[config.mk]
export PLATFORM = sky130hd
export DESIGN_NAME = reg_bank_ctrl
export DESIGN_NICKNAME = d
export VERILOG_FILES = /design/src/rtl/reg_bank_ctrl.sv
export SDC_FILE = /design/constraint.sdc
export NUM_CORES = 1
export LEC_CHECK = 0
export BUFFER_PORTS_ARGS = -buffer_cell sky130_fd_sc_hd__buf_2
export CAP_MARGIN = 30
export CORE_MARGIN = 2
export CORE_UTILIZATION = 45
export DETAILED_ROUTE_END_ITERATION = 12
export HOLD_SLACK_MARGIN = 0.1
export PLACE_DENSITY = 0.7
export SLEW_MARGIN = 25
export SYNTH_ARGS = -nofsm -noshare
export SYNTH_HDL_FRONTEND = slang
export SYNTH_SLANG_ARGS = --single-unit
export TNS_END_PERCENT = 10
[constraint.sdc]
create_clock -name clk -period 2.76 [get_ports clk]
set_input_delay 0.138 -clock clk [delete_from_list [all_inputs] [get_ports clk]]
set_output_delay 0.138 -clock clk [all_outputs]
set_load 0.01 [all_outputs]
[src/rtl/reg_bank_ctrl.sv]
// reg_bank_ctrl: register bank with valid/ready request/response channels,
// byte-strobed writes, registered reads and a saturating error counter.
module reg_bank_ctrl #(
  parameter int DATA_W    = 8,
  parameter int DEPTH     = 128,
  parameter int ADDR_W    = 7,
  parameter int ERR_CNT_W = 8
) (
  input  logic                 clk,
  input  logic                 rst_n,
  input  logic                 req_valid,
  output logic                 req_ready,
  input  logic                 req_wr,
  input  logic [ADDR_W-1:0]    req_addr,
  input  logic [DATA_W-1:0]    req_wdata,
  input  logic [DATA_W/8-1:0]  req_wstrb,
  output logic                 rsp_valid,
  input  logic                 rsp_ready,
  output logic [DATA_W-1:0]    rsp_rdata,
  output logic                 rsp_err,
  output logic [ERR_CNT_W-1:0] err_count
);
  localparam int IDX_W = DEPTH > 1 ? $clog2(DEPTH) : 1;
  typedef enum logic {IDLE, RESP} state_t;
  state_t state, state_nx;
  logic [DATA_W-1:0] regs [DEPTH];
  logic [IDX_W-1:0] idx;
  logic accept, fire, in_range;
  assign idx       = req_addr[IDX_W-1:0];
  assign in_range  = {1'b0, req_addr} < (ADDR_W+1)'(DEPTH);
  assign req_ready = rst_n & ((state == IDLE) | rsp_ready);
  assign accept    = req_valid & req_ready;
  assign rsp_valid = state == RESP;
  assign fire      = rsp_valid & rsp_ready;
  always_comb state_nx = accept ? RESP : fire ? IDLE : state;
  always_ff @(posedge clk or negedge rst_n)
    if (!rst_n) state <= IDLE;
    else state <= state_nx;
  always_ff @(posedge clk or negedge rst_n)
    if (!rst_n) begin
      for (int i = 0; i < DEPTH; i++) regs[i] <= '0;
    end else if (accept & req_wr & in_range) begin
      for (int k = 0; k < DATA_W/8; k++)
        if (req_wstrb[k]) regs[idx][8*k +: 8] <= req_wdata[8*k +: 8];
    end
  // The read returns the pre-edge register value; a write in the same edge lands afterwards.
  always_ff @(posedge clk or negedge rst_n)
    if (!rst_n) begin
      rsp_rdata <= '0;
      rsp_err   <= 1'b0;
      err_count <= '0;
    end else if (accept) begin
      rsp_rdata <= (!req_wr && in_range) ? regs[idx] : '0;
      rsp_err   <= !in_range;
      if (!in_range && err_count != '1) err_count <= err_count + 1'b1;
    end else if (fire) begin
      rsp_rdata <= '0;
      rsp_err   <= 1'b0;
    end
endmodule

# [After elaboration in Yosys (flattened, before gate mapping)]
# Cells that the tools add are included.
[classes] magnitude_cmp=2 n_mux=12 bitwise=7 reduce_logical=3
[op_table] op="$bwmux 1024" n=1
[op_table] op="$bmux 8 s7" n=1
[op_table] op="$demux 8 s7" n=1
[op_table] op="$mux 8" n=6
[op_table] op="$ge 8x8->1 const B" n=1
[op_table] op="$lt 8x1->1 const B" n=1
[op_table] op="$not 7->8" n=1
[op_table] op="$and 1x1->1" n=4
[op_table] op="$mux 1" n=3
[op_table] op="$reduce_and 2->1" n=1
[op_table] op="$reduce_bool 2->1" n=1
[op_table] op="$logic_and 1x1->1" n=1
[op_table] op="$not 1->1" n=1
[op_table] op="$or 1x1->1" n=1
[word_totals] regBits=1034 inputBits=21 out_inout_bits=19

# [Depth between registers and ports, before layout]
[logic_depth] ltp_word=6 ltp_mapped=12

# [Least setup slack after synthesis]
# OpenSTA, ideal clock, no wires.
[synth_path] kind="reg2reg" start="register state (netlist: rsp_valid)" end="register regs[128] (netlist name)" arrival_ns=1.963 slack_ns=0.669 path_stages_with_launch=7 n_path_buf=0 synth_period_minus_slack_ns=2.091 path_cell_list="dfrtp_1 -> nor2b_1 -> nor3_1 -> nand3_1 -> nor2_2 -> nand2_1 -> mux2_1"
[synth_between] elab_chain_len=6
[synth_rtl] element="start: declaration" line="25" source="state_t state, state_nx;"
[synth_rtl] element="start signal: assignment" line="38" source="else state <= state_nx;"
[synth_rtl] element="$not 1->1" line="31" source="assign req_ready = rst_n & ((state == IDLE) | rsp_ready);"
[synth_rtl] element="$or 1x1->1" line="31"
[synth_rtl] element="$and 1x1->1" line="31"
[synth_rtl] element="$and 1x1->1" line="32" source="assign accept = req_valid & req_ready;"
[synth_rtl] element="$and 1x1->1" line="42" source="end else if (accept & req_wr & in_range) begin"
[synth_rtl] element="$reduce_and 2->1 (no line)"
[synth_rtl] element="end signal: indexed assignment" line="44" source="if (req_wstrb[k]) regs[idx][8*k +: 8] <= req_wdata[8*k +: 8];"
[synth_rtl] element="end: declaration" line="26" source="logic [DATA_W-1:0] regs [DEPTH];"
# No other way between the ends.
# A chain may end at the register's enable or synchronous reset.

# [Final worst setup path]
[layout_path] start="register regs[1014] (netlist name)" end="register rsp_rdata[6]"
[layout_between] elab_chain_len=5
[layout_rtl] element="$bmux 8 s7" line="53" source="rsp_rdata <= (!req_wr && in_range) ? regs[idx] : '0;"
[layout_rtl] element="$mux 8 (implied by the code) (2 in series)" line="53"
[layout_rtl] element="$mux 8" line="53"
[layout_rtl] element="$mux 8" line="52" source="end else if (accept) begin"
[layout_rtl] element="end signal: assignment" line="53"
[layout_rtl] element="end: declaration" line="19" source="output logic [DATA_W-1:0] rsp_rdata,"
# No other way between the ends. The select of a mux whose other input is x is not followed.

==> flow_results.xml <==
<?xml version="1.0" encoding="UTF-8"?>
<metrics>
  <group name="final_layout">
    <metric name="fin_cells" unit="">5042</metric>
    <metric name="nNetsFinal" unit="">3591</metric>
    <metric name="final_layout_size_suffix_gt1_share" unit="%">42.4</metric>
    <metric name="stdcell_area" unit="um^2">53800</metric>
    <metric name="finish.utilization" unit="%">51.9</metric>
    <metric name="synthToLayoutAreaGrowth" unit="%">14.3</metric>
    <metric name="antenna_cells" unit="">0</metric>
  </group>
  <group name="yosys">
    <metric name="synthMuxAreaShare" unit="%">28.4</metric>
    <metric name="postSynthCellCount" unit="">3497</metric>
    <metric name="syn_area" unit="um^2">47000</metric>
    <metric name="ys_ff_latch" unit="">1033</metric>
    <metric name="synth-warning-count" unit="">0</metric>
    <metric name="postSynth.topFlopCell" unit="">sky130_fd_sc_hd__dfrtp_1</metric>
    <metric name="post_synth_and_or_nand_nor_area_fraction" unit="%">3.32</metric>
    <metric name="syn-mean-instance-area" unit="um^2">13.4</metric>
    <metric name="synth_top_cell_by_area" unit="">sky130_fd_sc_hd__dfrtp_1</metric>
    <metric name="yosys.cell_count.top_type" unit="">sky130_fd_sc_hd__mux2_2</metric>
    <metric name="synth-compound-area-share" unit="%">10.2</metric>
    <metric name="ys_seq_area_share" unit="%">55.0</metric>
    <metric name="synth_common_cells" unit="">sky130_fd_sc_hd__mux2_2 (1042), sky130_fd_sc_hd__dfrtp_1 (1033), sky130_fd_sc_hd__a221oi_1 (222)</metric>
    <metric name="synth_top_family_by_area" unit="">multiplexers</metric>
    <metric name="post_synth_num_cell_types" unit="">72</metric>
    <metric name="synth-adder-area-share" unit="%">0</metric>
    <metric name="synthXorXnorAreaFrac" unit="%">0</metric>
    <metric name="synth-edff-count" unit="">0</metric>
    <metric name="synthTopCellsByArea" unit="">sky130_fd_sc_hd__dfrtp_1 (55%), sky130_fd_sc_hd__mux2_2 (25%), sky130_fd_sc_hd__a221oi_1 (4.1%)</metric>
    <metric name="yosys.area.top_type_share" unit="%">55.0</metric>
    <metric name="postSynth.asyncResetShare" unit="%">100</metric>
  </group>
  <group name="clock_tree">
    <metric name="tritoncts.num_buffers" unit="">109</metric>
    <metric name="worst_skew_pair.late_latency" unit="ns">0.71</metric>
    <metric name="cts_tree" unit="">yes</metric>
    <metric name="clock_sinks" unit="">1033</metric>
    <metric name="htreeDepth" unit="">3</metric>
    <metric name="number_of_buffers_on_the_longest_clock_path" unit="">3</metric>
    <metric name="clk_pin_slew_worst_paths" unit="ns">0.06</metric>
    <metric name="cts-root-buf" unit="">sky130_fd_sc_hd__clkbuf_16</metric>
  </group>
  <group name="critical_path">
    <metric name="cp_data_required_time" unit="ns">3.35</metric>
    <metric name="cp.arrival" unit="ns">3.33</metric>
    <metric name="critPathMaxFanout" unit="">2</metric>
    <metric name="timing.critical_path.cells" unit="">mux2_2 &gt; a22oi_1 &gt; o221ai_1 &gt; buf_4 &gt; o21ai_1 &gt; o311a_1 &gt; a211o_1 &gt; a31oi_1 &gt; dlygate4sd3_1</metric>
    <metric name="rr_worst_depth" unit="">9</metric>
    <metric name="timing.critical_path.slowest_cell_delay" unit="ns">0.57</metric>
    <metric name="worst_setup_path_end_kind" unit="">flop</metric>
    <metric name="worst_path_max_delay_cell" unit="">sky130_fd_sc_hd__dlygate4sd3_1</metric>
    <metric name="setup.worst_path.start_class" unit="">flop</metric>
    <metric name="critical_path.reg2reg.startpoint" unit="">regs[1014]$_DFFE_PN0P_</metric>
    <metric name="regToRegSetupSlack" unit="ns">0.02</metric>
    <metric name="critPathKind" unit="">reg2reg</metric>
    <metric name="crit-reg2reg-capture" unit="">rsp_rdata[6]$_DFFE_PN0P_</metric>
  </group>
  <group name="routing">
    <metric name="post_drt_wl_per_cell" unit="um">27.7</metric>
    <metric name="post-route-drc-count" unit="">0</metric>
    <metric name="drtIter0Drc" unit="">3405</metric>
    <metric name="avgViaCountPerCell" unit="">6.36</metric>
    <metric name="ant_nets" unit="">0</metric>
    <metric name="drt_first_pass_iters" unit="">8</metric>
    <metric name="routed_wl" unit="mm">140</metric>
    <metric name="vias" unit="">32100</metric>
  </group>
  <group name="timing">
    <metric name="hold_slack" unit="ns">0.156</metric>
    <metric name="rsz0062_at_grt" unit="">true</metric>
    <metric name="skew" unit="ns">0.0444</metric>
    <metric name="worst-slew-pin-transition" unit="ns">1.06</metric>
    <metric name="final_cycle_share" unit="%">99.2</metric>
    <metric name="tns" unit="ns">0</metric>
    <metric name="clock.fmax" unit="MHz">365</metric>
    <metric name="setup_viol_count_final" unit="">0</metric>
    <metric name="layout_min_cycle_time" unit="ns">2.74</metric>
    <metric name="timing.max_slew.rel_slack" unit="%">29.2</metric>
    <metric name="finalHoldViolations" unit="">0</metric>
    <metric name="report.final.slew_viol_count" unit="">0</metric>
  </group>
  <group name="floorplan">
    <metric name="top_level_ports" unit="">40</metric>
    <metric name="die-width" unit="um">327</metric>
    <metric name="core.rowCount" unit="">118</metric>
    <metric name="core_area" unit="um^2">104000</metric>
    <metric name="floorplan.die.height" unit="um">327</metric>
    <metric name="initial_cell_density_of_the_core" unit="%">45.4</metric>
    <metric name="floorplan.die_area" unit="um^2">107000</metric>
  </group>
  <group name="min_path">
    <metric name="min_delay_path_depth" unit="">2</metric>
    <metric name="timing.hold.worst.class" unit="">in2reg</metric>
    <metric name="min-delay-start" unit="">req_wdata[5]</metric>
    <metric name="hold_end" unit="">regs[541]$_DFFE_PN0P_</metric>
  </group>
  <group name="placed_design">
    <metric name="placed_cells" unit="">4829</metric>
    <metric name="io_buffers" unit="">30</metric>
    <metric name="dpl.hpwl" unit="mm">90.1</metric>
    <metric name="placed_cell_area" unit="um^2">49800</metric>
    <metric name="gpl.final_weighted_congestion" unit="">0.965</metric>
  </group>
  <group name="pwr">
    <metric name="irDropWorstVdd" unit="V">0.000530</metric>
    <metric name="leakage" unit="nW">26.3</metric>
    <metric name="power_density" unit="nW/um^2">617</metric>
  </group>
  <group name="global_routing">
    <metric name="global_route.overflow_total" unit="">0</metric>
    <metric name="gr-usage-all-layers" unit="%">26.0</metric>
    <metric name="pin_count_of_the_biggest_net_entering_global_routing" unit="">162</metric>
    <metric name="grt_antenna_before_repair" unit="">4</metric>
    <metric name="global_route_wire_length_before_repair" unit="mm">212</metric>
    <metric name="first_global_vias" unit="">32900</metric>
  </group>
  <group name="run_status">
    <metric name="outcome" unit="">finished, final reports clean</metric>
  </group>
  <group name="run">
    <metric name="maxCapViolCount" unit="">0</metric>
  </group>
</metrics>
==> cells by family (layout without fill, tap and decap cells) <==
family,after synthesis,after routing
flip-flops,1033,1033
buffers and inverters,305,462
other,1,9
multiplexers,1147,1147
AND/OR/NAND/NOR,361,361
AO/OA/AOI/OAI,650,650
==> per-layer routing <==
layer  GRT usage, %  part of all wire (%)
met5              0                 0.030
met3           6.01                   8.5
met1           35.4                    41
met2           40.6                    46
met4           10.0                   3.7
==> critical path, delay by kind of cell, from the launching register on <==
kind                   cells  cell delay, ns
buffers and inverters      2            0.74
multiplexers               1            0.27
flip-flops                 1            0.38
AO/OA/AOI/OAI              6            1.25
==> state kept, by name (all words and copies together) (netlist names) <==
signal,count
rsp_rdata,8
regs,1024
rsp_valid,1
==> per-stage QoR <==
step / total power [mW] / setup slack, ns
after floorplan: 16.8 / 0.669
after global placement: 18.1 / -0.395
after detailed placement: 18.1 / -0.414
after CTS: 33.3 / 0.000167
after global routing: 34.1 / -0.0463
final: 33.2 / 0.0208
==> repair_timing <==
action / 4_1_cts / 5_1_grt
setup endpoints to repair: 688 / 400
pin swaps: 0 / 0
hold buffers: 10 / 0
resized for setup: 6 / 6
setup buffers: 0 / 0
endpoints found under the hold margin: 253 / 0
==> power breakdown <==
group	total, mW	switching [mW]	internal, mW
Combinational	2.45	1.68	0.762
Sequential	15.5	0.130	15.4
Clock	15.2	6.25	8.99
Total	33.2	8.06	25.1
==> cell usage in the layout, fill, tap and decap left out, types with 7 or more instances in the layout <==
cell	instances
sky130_fd_sc_hd__mux2_2	1042
sky130_fd_sc_hd__dfrtp_1	1033
sky130_fd_sc_hd__a221oi_1	222
sky130_fd_sc_hd__nand2_1	182
sky130_fd_sc_hd__buf_4	173
sky130_fd_sc_hd__a21oi_1	118
sky130_fd_sc_hd__clkbuf_16	110
sky130_fd_sc_hd__nor2_1	97
sky130_fd_sc_hd__o21ai_0	71
sky130_fd_sc_hd__a22oi_1	63
sky130_fd_sc_hd__buf_12	49
sky130_fd_sc_hd__mux4_2	44
sky130_fd_sc_hd__mux2i_1	42
sky130_fd_sc_hd__clkbuf_8	27
sky130_fd_sc_hd__a21o_1	25
sky130_fd_sc_hd__a211oi_1	24
sky130_fd_sc_hd__clkinv_2	24
sky130_fd_sc_hd__o22ai_1	22
sky130_fd_sc_hd__clkbuf_1	22
sky130_fd_sc_hd__mux2_1	19
sky130_fd_sc_hd__buf_2	17
sky130_fd_sc_hd__a221o_1	14
sky130_fd_sc_hd__o221ai_1	12
sky130_fd_sc_hd__nor3_1	12
sky130_fd_sc_hd__nand3_1	10
sky130_fd_sc_hd__bufinv_16	10
sky130_fd_sc_hd__dlygate4sd3_1	10
sky130_fd_sc_hd__o221a_2	9
sky130_fd_sc_hd__conb_1	9
sky130_fd_sc_hd__a22o_1	8
sky130_fd_sc_hd__o22a_1	7
==> worst max path at each step <==
| stage | startpoint | endpoint | slack [ns] | cells past startpoint |
|---|---|---|---|---|
| after global routing | rsp_valid$_DFFE_PN0P_ | rsp_rdata[5]$_DFFE_PN0P_ | -0.05 | 7 |
| after global placement | req_addr[2] | rsp_rdata[5]$_DFFE_PN0P_ | -0.39 | 9 |
| after detailed placement | req_addr[2] | rsp_rdata[5]$_DFFE_PN0P_ | -0.41 | 9 |
| after floorplan | rsp_valid$_DFFE_PN0P_ | regs[128]$_DFFE_PN0P_ | 0.67 | 6 |
| after CTS | rsp_valid$_DFFE_PN0P_ | regs[103]$_DFFE_PN0P_ | 0.0002 | 6 |
| final | regs[1014]$_DFFE_PN0P_ | rsp_rdata[6]$_DFFE_PN0P_ | 0.02 | 9 |
==> final cells by class <==
cell class	instances	area [um^2]
tap	1380	1730
multi-input combinational	2167	19900
fill	8645	49900
clock inverter	45	567
timing repair buffer	253	2520
clock buffer	158	3190
sequential	1033	25800
inverter	6	25.0
Power figures use the tool's default switching activity.
